--- config.mk ---
export PLATFORM = sky130hd
export DESIGN_NAME = stage1_drain
export DESIGN_NICKNAME = d
export VERILOG_FILES = /design/src/rtl/stage1_pkg.sv /design/src/rtl/stage1_act.sv /design/src/rtl/stage1_drain.sv
export SDC_FILE = /design/constraint.sdc
export NUM_CORES = 2
export LEC_CHECK = 0
export CAP_MARGIN = 20
export CORE_AREA = 3 3 420 422
export CTS_BUF_LIST = sky130_fd_sc_hd__clkbuf_8
export DETAILED_ROUTE_END_ITERATION = 10
export DIE_AREA = 0 0 423 425
export PLACE_DENSITY = 0.61
export SYNTH_ARGS = -nofsm -noshare
export SYNTH_HDL_FRONTEND = slang
export SYNTH_HIERARCHICAL = 1
export SYNTH_SLANG_ARGS = --single-unit
export TNS_END_PERCENT = 30
--- constraint.sdc ---
create_clock -name clk -period 36.1 [get_ports clk]
set_clock_uncertainty 0.1 [all_clocks]
set_input_delay 9.025 -clock clk [delete_from_list [all_inputs] [get_ports clk]]
set_output_delay 9.025 -clock clk [all_outputs]
set_load 0.1 [all_outputs]
--- src/rtl/stage1_pkg.sv ---
// Shared constants and types for the stage-1 MAC array read side.
// Also used by the stage-2 drain, so keep it free of block-specific logic.
package stage1_pkg;

  localparam int N_NEURONS = 32;
  localparam int ACC_W     = 32;
  localparam int IDX_W     = $clog2(N_NEURONS);

  typedef enum logic {IDLE, STREAM} drain_state_t;

endpackage

--- src/rtl/stage1_act.sv ---
// Activation: fixed-point rescale by arithmetic shift, optional ReLU.
// Build option: define STAGE1_DRAIN_RELU_EN to clamp negative results to zero.
import stage1_pkg::*;

module stage1_act #(
  parameter int W     = ACC_W,
  parameter int SHIFT = 8
) (
  input  logic [W-1:0] din,
  output logic [W-1:0] dout
);

  logic signed [W-1:0] scaled;

  assign scaled = $signed(din) >>> SHIFT;

`ifdef STAGE1_DRAIN_RELU_EN
  assign dout = scaled[W-1] ? '0 : scaled;
`else
  assign dout = scaled;
`endif

endmodule

--- src/rtl/stage1_drain.sv ---
// Result-drain engine: snapshots N accumulators on capture and streams them out.
// Build option: STAGE1_DRAIN_RELU_EN enables rectification in stage1_act.
import stage1_pkg::*;

module stage1_drain #(
  parameter int N     = N_NEURONS,
  parameter int W     = ACC_W,
  parameter int SHIFT = 8
) (
  input  logic                 clk,
  input  logic                 reset,
  input  logic                 capture,
  input  logic [N*W-1:0]       p_flat,
  output logic [W-1:0]         out_data,
  output logic                 out_valid,
  input  logic                 out_ready,
  output logic [$clog2(N)-1:0] out_idx,
  output logic                 out_last,
  output logic                 busy,
  output logic                 overrun
);

  localparam int            IW       = $clog2(N);
  localparam logic [IW-1:0] LAST_IDX = IW'(N - 1);

  drain_state_t  state, state_next;
  logic [W-1:0]  bank [N];
  logic [IW-1:0] idx;
  logic          xfer, last_xfer, accept;

  assign xfer      = out_valid && out_ready;
  assign last_xfer = xfer && (idx == LAST_IDX);
  // A capture landing on the final transfer is taken, giving gapless frames.
  assign accept    = capture && (state == IDLE || last_xfer);

  always_ff @(posedge clk or posedge reset) begin
    if (reset) state <= IDLE;
    else       state <= state_next;
  end

  always_comb begin
    state_next = state;
    case (state)
      IDLE:    if (capture) state_next = STREAM;
      STREAM:  if (last_xfer && !capture) state_next = IDLE;
      default: state_next = IDLE;
    endcase
  end

  always_ff @(posedge clk or posedge reset) begin
    if (reset) begin
      for (int k = 0; k < N; k++) bank[k] <= '0;
      idx <= '0;
    end else if (accept) begin
      for (int k = 0; k < N; k++) bank[k] <= p_flat[k*W +: W];
      idx <= '0;
    end else if (xfer) begin
      idx <= last_xfer ? '0 : idx + 1'b1;
    end
  end

  // Sticky until reset: a frame arrived that the held bank could not accept.
  always_ff @(posedge clk or posedge reset) begin
    if (reset)                                         overrun <= 1'b0;
    else if (capture && state == STREAM && !last_xfer) overrun <= 1'b1;
  end

  always_comb begin
    out_valid = (state == STREAM);
    busy      = (state == STREAM);
    out_last  = (state == STREAM) && (idx == LAST_IDX);
  end

  assign out_idx = idx;

  stage1_act #(.W(W), .SHIFT(SHIFT)) u_act (
    .din  (bank[idx]),
    .dout (out_data)
  );

endmodule

==> metrics.yaml <==
outcome: "finished clean"
die_h_um: 425
dieArea_um2: 179800
maxCapViolations: 0
grt_use_total: 0.1454
power_leakage_nw: 22.24
h-tree-depth: 4
postLayoutSetupSlackWorst_ns: 20.09
met2_wirelength_um: 65420
vdd.ir_drop.worst_mv: 0.07735
fin_crit_sh: 0.4436
fin_cells: 5704
place_ws_ns: 20.54
synthCells: 2508
fmax_mhz: 62.44
clk_latency_ns: 0.87
synth-warning-count: 6
maxUsedRoutingLayer: "met5"
wl_met3_um: 9319
numPortBuffers: 812
critPathCaptureType: "primary output"
cts_resized: 0
met1_length_um: 55730
syn_avg_cell_area_um2: 14.86
worst-path-buf-inv: 4
rows: 153
grt_pass1_wl_um: 187800
power.density_nw_per_um2: 63.04
cts_buffers: 146
worstSetupStartpointType: "flop"
vias: 23910
critPathMostFrequentCell: "buf_4"
arrival_ns: 6.89
slew_headroom: 0.2606
gp_congestion: 0.7865
report.final.slew_viol_count: 0
first_pass_iters: 5
grt-ovfl-total: 0
crit_chain: "buf_12 > buf_4 > buf_4 > mux2i_1 > a22oi_1 > nand4_1 > nor2_1 > clkdlybuf4s50_1"
core_um2: 173400
crit_fanout: 101
ios: 1069
area_growth_pct: 33.65
timing.final.crit_period_ns: 16.01
initialDrtViolationCount: 1345
clk_pin_slew_ns: 0.06
dp_hpwl_um: 100800
wl_um: 134600
rsz0062_at_grt: "no"
start_util: 0.2148
grt_antenna_before_repair: 58
synth_area_um2: 37260
hold_buffers: 0
grt_pass1_vias: 25730
critPathMaxStageDelay_ns: 1.22
hp-class: "flop to flop"
slowest_stage: "clkdlybuf4s50_1"
die_x_um: 423
clock_path_buffers: 3
wl_per_cell_um: 23.60
setup_viol: 0
tightest_slew_ns: 1.106
tns_ns: 0
dp_cells: 5420
ant_nets: 0
drive_gt1_frac: 0.3129
required_ns: 26.98
cp_top_family: "buffers and inverters"
clock_sinks: 775
layout.nets: 4275
cts-root-buf: "clkbuf_8"
viasPerCell: 4.192
cts_setup_buffers: 0
hold_violations: 0
drc: 0
path_class: "flop to primary output"
synth_fp_nets: 3538
grt_max_degree: 156
cts_tree: "yes"
## metal layers
layer | GRT usage | up-vias
met2 | 0.2408 | 745
met4 | 0.05092 | 36
met1 | 0.1764 | 12220
li1 | - | 10670
met3 | 0.04824 | 246
met5 | 0 | -
## report_power, final
part / internal (mW) / switching [mW]
registers: 0.972 / 0.0772
logic: 0.425 / 0.772
clock network: 0.496 / 0.397
total: 1.89 / 1.25
## stage by stage
stage	area (um2)	hold slack, ns	utilization	power (mW)
2_1_floorplan	37260	0.3786	-	1.895
3_3_place_gp	46680	0.3438	0.2692	2.278
3_5_place_dp	46680	0.3475	0.2692	2.287
4_1_cts	49670	0.3619	0.2864	3.201
5_1_grt	49780	0.3773	0.2870	3.289
6_report	49800	0.3595	0.2871	3.139
## worst paths after layout
path | cells after the start | slack, ns | from | endpoint
min in group asynchronous | 2 | 8.56 | reset | bank[381]$_DFFE_PP0P_
hold / removal | 1 | 0.36 | overrun$_DFFE_PP0P_ | overrun$_DFFE_PP0P_
setup reg to reg | 11 | 28.45 | out_idx[0]$_DFFE_PP0P_ | bank[445]$_DFFE_PP0P_
setup / recovery | 8 | 20.09 | out_idx[1]$_DFFE_PP0P_ | out_data[15]
max in group asynchronous | 7 | 23.54 | reset | bank[911]$_DFFE_PP0P_
hold reg to reg | 1 | 0.36 | overrun$_DFFE_PP0P_ | overrun$_DFFE_PP0P_
## sequential cells by signal (all words and copies together), names as in the netlist
signal   count
bank       768
busy         1
out_idx      5
overrun      1
## layout by cell type (no fill, tap or decap), types with 3 or more instances in the layout
master and count:
clkdlybuf4s50_1 805, dfrtp_1 774, mux2_2 496, mux2i_1 385
mux2_4 272, a22oi_1 192, clkbuf_8 179, nand4_1 48
inv_1 48, buf_4 48, diode_2 30, nor2_1 25
clkinv_2 9, bufinv_16 7, nor4bb_4 6, a22o_1 5
nor4b_4 4, inv_6 4, clkinvlp_4 4, and4b_2 3
inv_8 3, nand2_1 3, o21ai_0 3, buf_12 3
## cell type report
type                    instances  area (um2)
inverters                       2       15.01
diodes                         30       75.07
fillers                     17820      123600
clock inverters                73       519.2
clock buffers                 179        2464
repair buffers                860        8543
well taps                    2325        2909
multi-input cells            1460       15870
flip-flops and latches        775       19400
## worst reg2reg max path, delay by kind of cell (launching register included)
family	cells	cell delay, ns
buffers and inverters	5	4.46
AND/OR/NAND/NOR	2	0.84
flip-flops	1	0.76
adder cells (fa/ha/maj)	2	0.71
multiplexers	1	0.48
AO/OA/AOI/OAI	1	0.20
Note: power is estimated with default switching activity, not from simulation.
